==> config.mk <==
export PLATFORM = sky130hd
export DESIGN_NAME = ccff_chain_loader_flat
export DESIGN_NICKNAME = d
export VERILOG_FILES = /design/src/rtl/ccff_chain_loader_if.sv /design/src/rtl/ccff_chain_loader.sv /design/src/flat_wrapper.sv
export SDC_FILE = /design/constraint.sdc
export NUM_CORES = 1
export LEC_CHECK = 0
export CAP_MARGIN = 20
export CORE_MARGIN = 3
export CORE_UTILIZATION = 40
export DETAILED_ROUTE_END_ITERATION = 8
export GPL_TIMING_DRIVEN = 0
export PLACE_DENSITY = 0.76
export RECOVER_POWER = 50
export SLEW_MARGIN = 20
export SYNTH_ARGS = -nofsm -noshare
export SYNTH_HDL_FRONTEND = slang
export SYNTH_SLANG_ARGS = --single-unit
export TNS_END_PERCENT = 10
==> constraint.sdc <==
create_clock -name prog_clk -period 1.7 [get_ports prog_clk]
set_clock_uncertainty 0.15 [all_clocks]
set_input_delay 0.34 -clock prog_clk [delete_from_list [all_inputs] [get_ports prog_clk]]
set_output_delay 0.34 -clock prog_clk [all_outputs]
set_load 0.03 [all_outputs]
==> src/rtl/ccff_chain_loader_if.sv <==
// Valid/ready word stream feeding the configuration chain loader.
interface ccff_chain_loader_if #(
    parameter int unsigned WORD_W = 32
);
    logic [WORD_W-1:0] s_data;
    logic              s_valid;
    logic              s_ready;

    modport master (output s_data, output s_valid, input  s_ready);
    modport slave  (input  s_data, input  s_valid, output s_ready);
endinterface

==> src/rtl/ccff_chain_loader.sv <==
// Serializes bitstream words MSB-first onto the configuration chain head with a shift enable.
// Optional tail-stream CRC-16/CCITT signature: define CCFF_READBACK_CRC_EN.
module ccff_chain_loader #(
    parameter int unsigned  WORD_W    = 32,
    parameter int unsigned  CHAIN_LEN = 1024,
    localparam int unsigned CNT_W     = $clog2(CHAIN_LEN + 1)
) (
    input  logic               prog_clk,
    input  logic               pReset_n,
    input  logic               start,
    ccff_chain_loader_if.slave s,
    output logic               ccff_head,
    output logic               ccff_clk_en,
    input  logic               ccff_tail,
    output logic               busy,
    output logic               done,
    output logic [CNT_W-1:0]   bits_left,
    output logic [15:0]        readback_crc
);
    localparam int unsigned WCNT_W = $clog2(WORD_W + 1);

    typedef enum logic [1:0] {IDLE, FETCH, SHIFT, FLUSH} state_t;

    state_t             state, state_nxt;
    logic [WORD_W-1:0]  word, word_nxt;
    logic [WCNT_W-1:0]  wcnt, wcnt_nxt;
    logic [CNT_W-1:0]   bits_nxt;
    logic               head_nxt;
    logic               clk_en_nxt;
    logic               busy_nxt;
    logic               done_nxt;

    assign s.s_ready = (state == FETCH);

    // State register and registered outputs
    always_ff @(posedge prog_clk or negedge pReset_n) begin
        if (!pReset_n) begin
            state       <= IDLE;
            word        <= '0;
            wcnt        <= '0;
            bits_left   <= '0;
            ccff_head   <= 1'b0;
            ccff_clk_en <= 1'b0;
            busy        <= 1'b0;
            done        <= 1'b0;
        end else begin
            state       <= state_nxt;
            word        <= word_nxt;
            wcnt        <= wcnt_nxt;
            bits_left   <= bits_nxt;
            ccff_head   <= head_nxt;
            ccff_clk_en <= clk_en_nxt;
            busy        <= busy_nxt;
            done        <= done_nxt;
        end
    end

    // Next-state and datapath; the final word only shifts its top bits_left bits
    always_comb begin
        state_nxt  = state;
        word_nxt   = word;
        wcnt_nxt   = wcnt;
        bits_nxt   = bits_left;
        head_nxt   = ccff_head;
        clk_en_nxt = 1'b0;

        case (state)
            IDLE: begin
                if (start) begin
                    bits_nxt  = CNT_W'(CHAIN_LEN);
                    state_nxt = FETCH;
                end
            end
            FETCH: begin
                if (s.s_valid) begin
                    word_nxt  = s.s_data;
                    wcnt_nxt  = (32'(bits_left) >= WORD_W) ? WCNT_W'(WORD_W)
                                                           : WCNT_W'(bits_left);
                    state_nxt = SHIFT;
                end
            end
            SHIFT: begin
                head_nxt   = word[WORD_W-1];
                clk_en_nxt = 1'b1;
                word_nxt   = {word[WORD_W-2:0], 1'b0};
                bits_nxt   = bits_left - CNT_W'(1);
                wcnt_nxt   = wcnt - WCNT_W'(1);
                if (wcnt == WCNT_W'(1)) begin
                    state_nxt = (bits_left == CNT_W'(1)) ? FLUSH : FETCH;
                end
            end
            FLUSH: begin
                head_nxt  = 1'b0;
                state_nxt = IDLE;
            end
            default: state_nxt = IDLE;
        endcase

        // Look ahead so busy/done line up with the FLUSH cycle itself
        busy_nxt = (state_nxt == FETCH) || (state_nxt == SHIFT);
        done_nxt = (state_nxt == FLUSH);
    end

`ifdef CCFF_READBACK_CRC_EN
    logic [15:0] crc, crc_nxt;
    logic        crc_fb;

    // CRC-16/CCITT over the old chain contents leaving the tail on every shift
    always_comb begin
        crc_nxt = crc;
        crc_fb  = crc[15] ^ ccff_tail;
        if ((state == IDLE) && start) begin
            crc_nxt = 16'hFFFF;
        end else if (ccff_clk_en) begin
            crc_nxt = {crc[14:0], 1'b0} ^ (crc_fb ? 16'h1021 : 16'h0000);
        end
    end

    always_ff @(posedge prog_clk or negedge pReset_n) begin
        if (!pReset_n) begin
            crc <= 16'hFFFF;
        end else begin
            crc <= crc_nxt;
        end
    end

    assign readback_crc = crc;
`else
    logic unused_tail;
    assign unused_tail  = ccff_tail;
    assign readback_crc = 16'h0000;
`endif

endmodule

==> src/flat_wrapper.sv <==
// flat-port wrapper written by rule: the top's interface ports become plain ports
module ccff_chain_loader_flat 
#(
    parameter int unsigned  WORD_W    = 32,
    parameter int unsigned  CHAIN_LEN = 1024,
    localparam int unsigned CNT_W     = $clog2(CHAIN_LEN + 1)
)
  (prog_clk, pReset_n, start, ccff_head, ccff_clk_en, ccff_tail, busy, done, bits_left, readback_crc, s_s_data, s_s_valid, s_s_ready);
  ccff_chain_loader_if #(.WORD_W(WORD_W)) s_i ();
  input  logic prog_clk;
  input  logic pReset_n;
  input  logic start;
  output logic ccff_head;
  output logic ccff_clk_en;
  input  logic ccff_tail;
  output logic busy;
  output logic done;
  output logic [CNT_W-1:0] bits_left;
  output logic [15:0] readback_crc;
  input wire logic [$bits(s_i.s_data)-1:0] s_s_data;
  input wire logic [$bits(s_i.s_valid)-1:0] s_s_valid;
  output wire logic [$bits(s_i.s_ready)-1:0] s_s_ready;
  assign s_i.s_data = s_s_data;
  assign s_i.s_valid = s_s_valid;
  assign s_s_ready = s_i.s_ready;
  ccff_chain_loader #(.WORD_W(WORD_W), .CHAIN_LEN(CHAIN_LEN)) u_core (.prog_clk(prog_clk), .pReset_n(pReset_n), .start(start), .s(s_i), .ccff_head(ccff_head), .ccff_clk_en(ccff_clk_en), .ccff_tail(ccff_tail), .busy(busy), .done(done), .bits_left(bits_left), .readback_crc(readback_crc));
endmodule
* After elaboration in Yosys (flattened, before gate mapping)
Cells that the tools add are included.
Word-level totals: register bits after elaboration 55, input bits 37, output and inout port bits 32
Cells by class: add/sub/neg operators 2, $lt $le $gt $ge 1, equal/unequal tests 10, mux-type cells 14, reductions and logical operators 7
Operator list (number):
- $pmux 32 s2 | 1
- $mux 32 | 1
- $pmux 11 s2 | 1
- $mux 6 | 2
- $pmux 6 s2 | 1
- $eq 11x1->1 const B | 1
- $ge 11x6->1 const B | 1
- $mux 11 | 1
- $sub 11x1->11 const B | 1
- $eq 2x2->1 const B | 4
- $mux 2 | 4
- $pmux 2 s4 | 1
- $eq 6x1->1 const B | 1
- $reduce_bool 2->1 | 3
- $sub 6x1->6 const B | 1
- $eq 2x1->1 const B | 2
- $ne 2x2->1 const B | 2
- $reduce_and 2->1 | 2
- $logic_not 2->1 | 1
- $pmux 1 s2 | 1
- $logic_or 1x1->1 | 1
- $mux 1 | 1

* Longest topological paths before layout
depth after elaboration 6, gate-level depth with buffers 5

* Least setup slack after synthesis
OpenSTA, ideal clock, no wires.
kind register -> register, from register u_core.bits_left[1], to register u_core.busy, data arrival time 1.603 ns, slack -0.179 ns, stages on the path, launching flop included 6, path buffers 0, clock period less this slack 1.879 ns, cell sequence dfrtp_1 inv_1 ha_1 nor3b_1 a221o_1 ha_1
Between the ends: cells in the longest elaborated chain, start to end 6, elaborated cells on any way between the ends 7, classes of those cells eq/ne: 3; mux: 3; reduce/logical: 1
RTL lines:
- start: declaration | RTL line ccff_chain_loader.sv:17 | output logic [CNT_W-1:0] bits_left,
- start signal: assignment | RTL line ccff_chain_loader.sv:50 | bits_left <= bits_nxt;
- $eq 11x1->1 * | RTL line ccff_chain_loader.sv:89 | state_nxt = (bits_left == CNT_W'(1)) ? FLUSH : FETCH;
- $mux 2 * | RTL line ccff_chain_loader.sv:89
- $mux 2 * | RTL line ccff_chain_loader.sv:88 | if (wcnt == WCNT_W'(1)) begin
- $pmux 2 s4 * | RTL line ccff_chain_loader.sv:67 | case (state)
- via u_core.state_nxt[1] | RTL line ccff_chain_loader.sv:24 | state_t state, state_nxt;
- $eq 2x1->1 or $eq 2x2->1 (tied branches) | RTL line ccff_chain_loader.sv:100 | busy_nxt = (state_nxt == FETCH) || (state_nxt == SHIFT);
- $logic_or 1x1->1 * | RTL line ccff_chain_loader.sv:100
- via u_core.busy_nxt | RTL line ccff_chain_loader.sv:30 | logic busy_nxt;
- end signal: assignment | RTL line ccff_chain_loader.sv:53 | busy <= busy_nxt;
- end: declaration | RTL line ccff_chain_loader.sv:15 | output logic busy,
The timed path passes the listed nets; every way through them passes the cells marked *. A chain may end at the register's enable or synchronous reset.

* Final worst setup path
from input port s_s_valid, to register u_core.busy
Between the ends: cells in the longest elaborated chain, start to end 4, elaborated cells on any way between the ends 5, classes of those cells eq/ne: 2; mux: 2; reduce/logical: 1
RTL lines:
- start: declaration | RTL line flat_wrapper.sv:21 | input wire logic [$bits(s_i.s_valid)-1:0] s_s_valid;
- $mux 2 * | RTL line ccff_chain_loader.sv:75 | if (s.s_valid) begin
- $pmux 2 s4 * | RTL line ccff_chain_loader.sv:67
- via u_core.state_nxt[1] | RTL line ccff_chain_loader.sv:24
- $eq 2x1->1 or $eq 2x2->1 (tied branches) | RTL line ccff_chain_loader.sv:100
- $logic_or 1x1->1 * | RTL line ccff_chain_loader.sv:100
- via u_core.busy_nxt | RTL line ccff_chain_loader.sv:30
Marked as above.

==> impl_metrics.py <==
metrics = {
    "run_status": {
        "status": "finished with violations",
        "violations": "negative setup slack",
    },
    "worst_setup_path": {
        "max_stage_delay_ns": 0.46,
        "start_kind": "primary input",
        "critPathSlowestCell": "clkdlybuf4s50_1",
        "cp_cell_sequence": "clkdlybuf4s50_1 -> and3b_1 -> buf_4 -> a221o_1 -> ha_1",
        "r2r_slack_ns": -0.05,
        "worstSetupPathType": "in -> reg",
        "r2r_cells": 5,
        "cp.arrival_ns": 1.81,
        "crit_required_ns": 1.75,
        "cp-end-kind": "register",
        "path_max_fanout": 10,
    },
    "drt": {
        "drt_wl_total_um": 6660,
        "vias": 2432,
        "drc_errors": 0,
        "drt_iter0_markers": 171,
        "viasPerCell": 5.01,
        "drtAntennaViolNets": 0,
        "dr.pass1.iters": 4,
        "wl_per_cell_um": 13.7,
    },
    "floorplan": {
        "die_h_um": 90.1,
        "row_count": 30,
        "ios": 69,
        "start_util_pct": 41.4,
        "die_area_sq_mm": 0.00811,
        "die_w_um": 90.1,
        "core_sq_mm": 0.00683,
    },
    "sta": {
        "slew_headroom_pct": 55.0,
        "worstMarginPinSlew_ns": 0.675,
        "post-route-min-period_ns": 1.76,
        "setup_ws_ns": -0.0619,
        "hold_viol": 0,
        "setup_violations": 1,
        "finalCritPeriodShare_pct": 104,
        "maxSlewViolCount": 0,
        "max_freq_mhz": 568,
        "rsz0062_at_grt": "true",
        "finalSetupTns_ns": -0.0619,
    },
    "pwr": {
        "ir_worst_vdd_v": 0.000872,
        "power_density_mw_per_mm2": 1730,
        "p_leak_nw": 1.70,
    },
    "min_path": {
        "hp-class": "reg -> reg",
        "min_path_cells": 1,
    },
    "synthesis": {
        "synth.ff_latch_count": 55,
        "ys.flop_type": "dfrtp_1",
        "yosysSeqAreaShare_pct": 48.7,
        "syn_area_sq_mm": 0.00283,
        "async_flop_share_pct": 100,
        "yosysTopAreaCell": "dfrtp_1",
        "synth_edf_count": 0,
        "yosys.area.top_type_share_pct": 48.7,
        "synth_cell_type_count": 47,
        "synth.avg_cell_area_sq_um": 9.12,
        "yosysWarnings": 0,
        "synthTopCellsByArea": "dfrtp_1 49%, nand2_1 10%, a31oi_1 7.5%, buf_4 5.3%, nor2_1 4.9%",
        "synthCells": 310,
    },
    "placement": {
        "port_buffers": 51,
        "place_hpwl_um": 4570,
        "gp_congestion": 0.844,
    },
    "layout": {
        "synthToLayoutAreaGrowth_pct": 29.2,
        "antenna_cells": 0,
        "nets": 430,
        "layout-drive-gt1-share_pct": 19.0,
        "post-route-util_pct": 53.4,
        "fill_cells": 643,
    },
    "grt": {
        "track_usage_pct": 16.9,
        "grt_first_pass_wirelength_um": 11300,
        "antenna_found_initial": 0,
        "grt_start_max_net_pins": 56,
        "grt_pass1_vias": 2373,
        "overflow": 0,
    },
    "cts": {
        "clk_latency_ns": 0.31,
        "cts_tree": "done",
        "cts_root_buf": "clkbuf_8",
        "clkSinkCount": 55,
        "clk_path_buf_depth": 2,
        "h-tree-depth": 2,
        "clk_pin_slew_worst_paths_ns": 0.10,
        "cts_buffers": 5,
    },
    "job": {
        "cap_viol_max_count": 0,
    },
}
-- final timing paths --
| kind | startpoint | end |
|---|---|---|
| worst max-delay path | s_s_valid | u_core.busy |
| worst min-delay path | u_core.word[31] | u_core.ccff_head |
| worst max register to register | u_core.wcnt[1] | u_core.busy |
| worst min register to register | u_core.word[31] | u_core.ccff_head |
| max in group asynchronous | pReset_n | u_core.bits_left[2] |
| min in group asynchronous | pReset_n | u_core.word[31] |
-- worst max-delay path: cells and delay by family --
family / cells / cell delay, ns
compound gates: 1 / 0.31
fa+ha+maj: 1 / 0.28
buf+inv: 2 / 0.65
simple gates: 1 / 0.23
-- cell usage in the layout (no fill, tap or decap), types with 2 or more instances in the layout --
cell type and instances:
o22ai_1 2, dfrtp_1 49, a31oi_1 34, ha_1 5, clkinv_4 2, nand2_1 77, conb_1 16, buf_6 5
clkbuf_8 5, buf_4 25, dfrtp_2 6, inv_2 2, dlygate4sd2_1 5, clkdlybuf4s50_1 34, clkbuf_2 6, nor3_1 6
o21ai_0 5, a221o_1 3, nor2_1 37, a211oi_1 2, inv_1 3, buf_2 9, mux2i_1 6, clkdlybuf4s15_1 5
and3_1 3, nand3_1 4
-- cells in the mapped netlist (4+ instances only) --
master	n
mux2i_1	6
o21ai_0	5
buf_2	10
nand2_1	77
a31oi_1	34
nor3_1	7
inv_1	5
ha_1	5
dfrtp_1	55
nand3_1	4
buf_4	20
nor2_1	37
-- per-layer routing --
metal / track usage, % / wire, um / vias to the layer above
li1: - / - / 1187
met1: 22.4 / 3050 / 1154
met2: 26.6 / 3070 / 81
met3: 4.52 / 403 / 10
met4: 6.51 / 129 / 0
met5: 0 / 0 / -
-- logic make-up (layout without fill, tap and decap cells) --
family                     count (synthesis)  count (layout)  synth area share [%]
adders and majority gates                  5               5                  2.21
AOI/OAI and AO/OA                         53              53                  12.4
other                                      1              16                 0.133
and+or+nand+nor                          150             150                  25.1
buffers and inverters                     40             104                  9.34
DFF                                       55              55                  48.7
muxes                                      6               6                  2.12
-- sequential cells by signal, indices dropped and copies added (netlist names) --
| register | flops |
|---|---|
| u_core.bits_left | 11 |
| u_core.busy | 1 |
| u_core.ccff_clk_en | 1 |
| u_core.ccff_head | 1 |
| u_core.word | 32 |
| u_core.state | 2 |
| u_core.wcnt | 6 |
| u_core.done | 1 |
-- final cells by class --
class | count | area [sq um] | area share (%)
sequential | 55 | 1380 | 37.9
multi-input combinational | 230 | 1270 | 34.7
timing repair buffer | 56 | 518 | 14.2
buffer | 34 | 245 | 6.72
tap | 96 | 120 | 3.29
clock buffer | 6 | 72.6 | 1.99
inverter | 6 | 25.0 | 0.685
clock inverter | 2 | 17.5 | 0.480
-- report_power, final --
part / switching, mW / internal [mW] / total, mW
Sequential: 0.521 / 1.95 / 2.48
Combinational: 1.77 / 1.34 / 3.12
Clock: 0.428 / 0.297 / 0.725
Total: 2.72 / 3.60 / 6.32
-- repair_timing --
item	4_1_cts	5_1_grt
setup buffers	0	4
hold buffers	1	0
hold endpoints to repair	55	0
setup endpoints to repair	19	25
resized for setup	27	18
pin swaps	0	2
-- through the flow --
| step | total power, mW | std cells | cell area [sq um] | hold slack, ns | worst slack (ns) |
|---|---|---|---|---|---|
| finish | 6.32 | 485 | 3650 | 0.374 | -0.0619 |
| global route | 6.83 | 485 | 3650 | 0.399 | -0.115 |
| CTS | 6.21 | 481 | 3620 | 0.371 | -0.137 |
| detailed placement | 5.52 | 472 | 3520 | 0.279 | -0.381 |
| global placement | 5.39 | 472 | 3530 | 0.341 | -1.68 |
| floorplan | 4.55 | 325 | 2900 | -0.106 | -0.0331 |
Power figures use the tool's default switching activity.
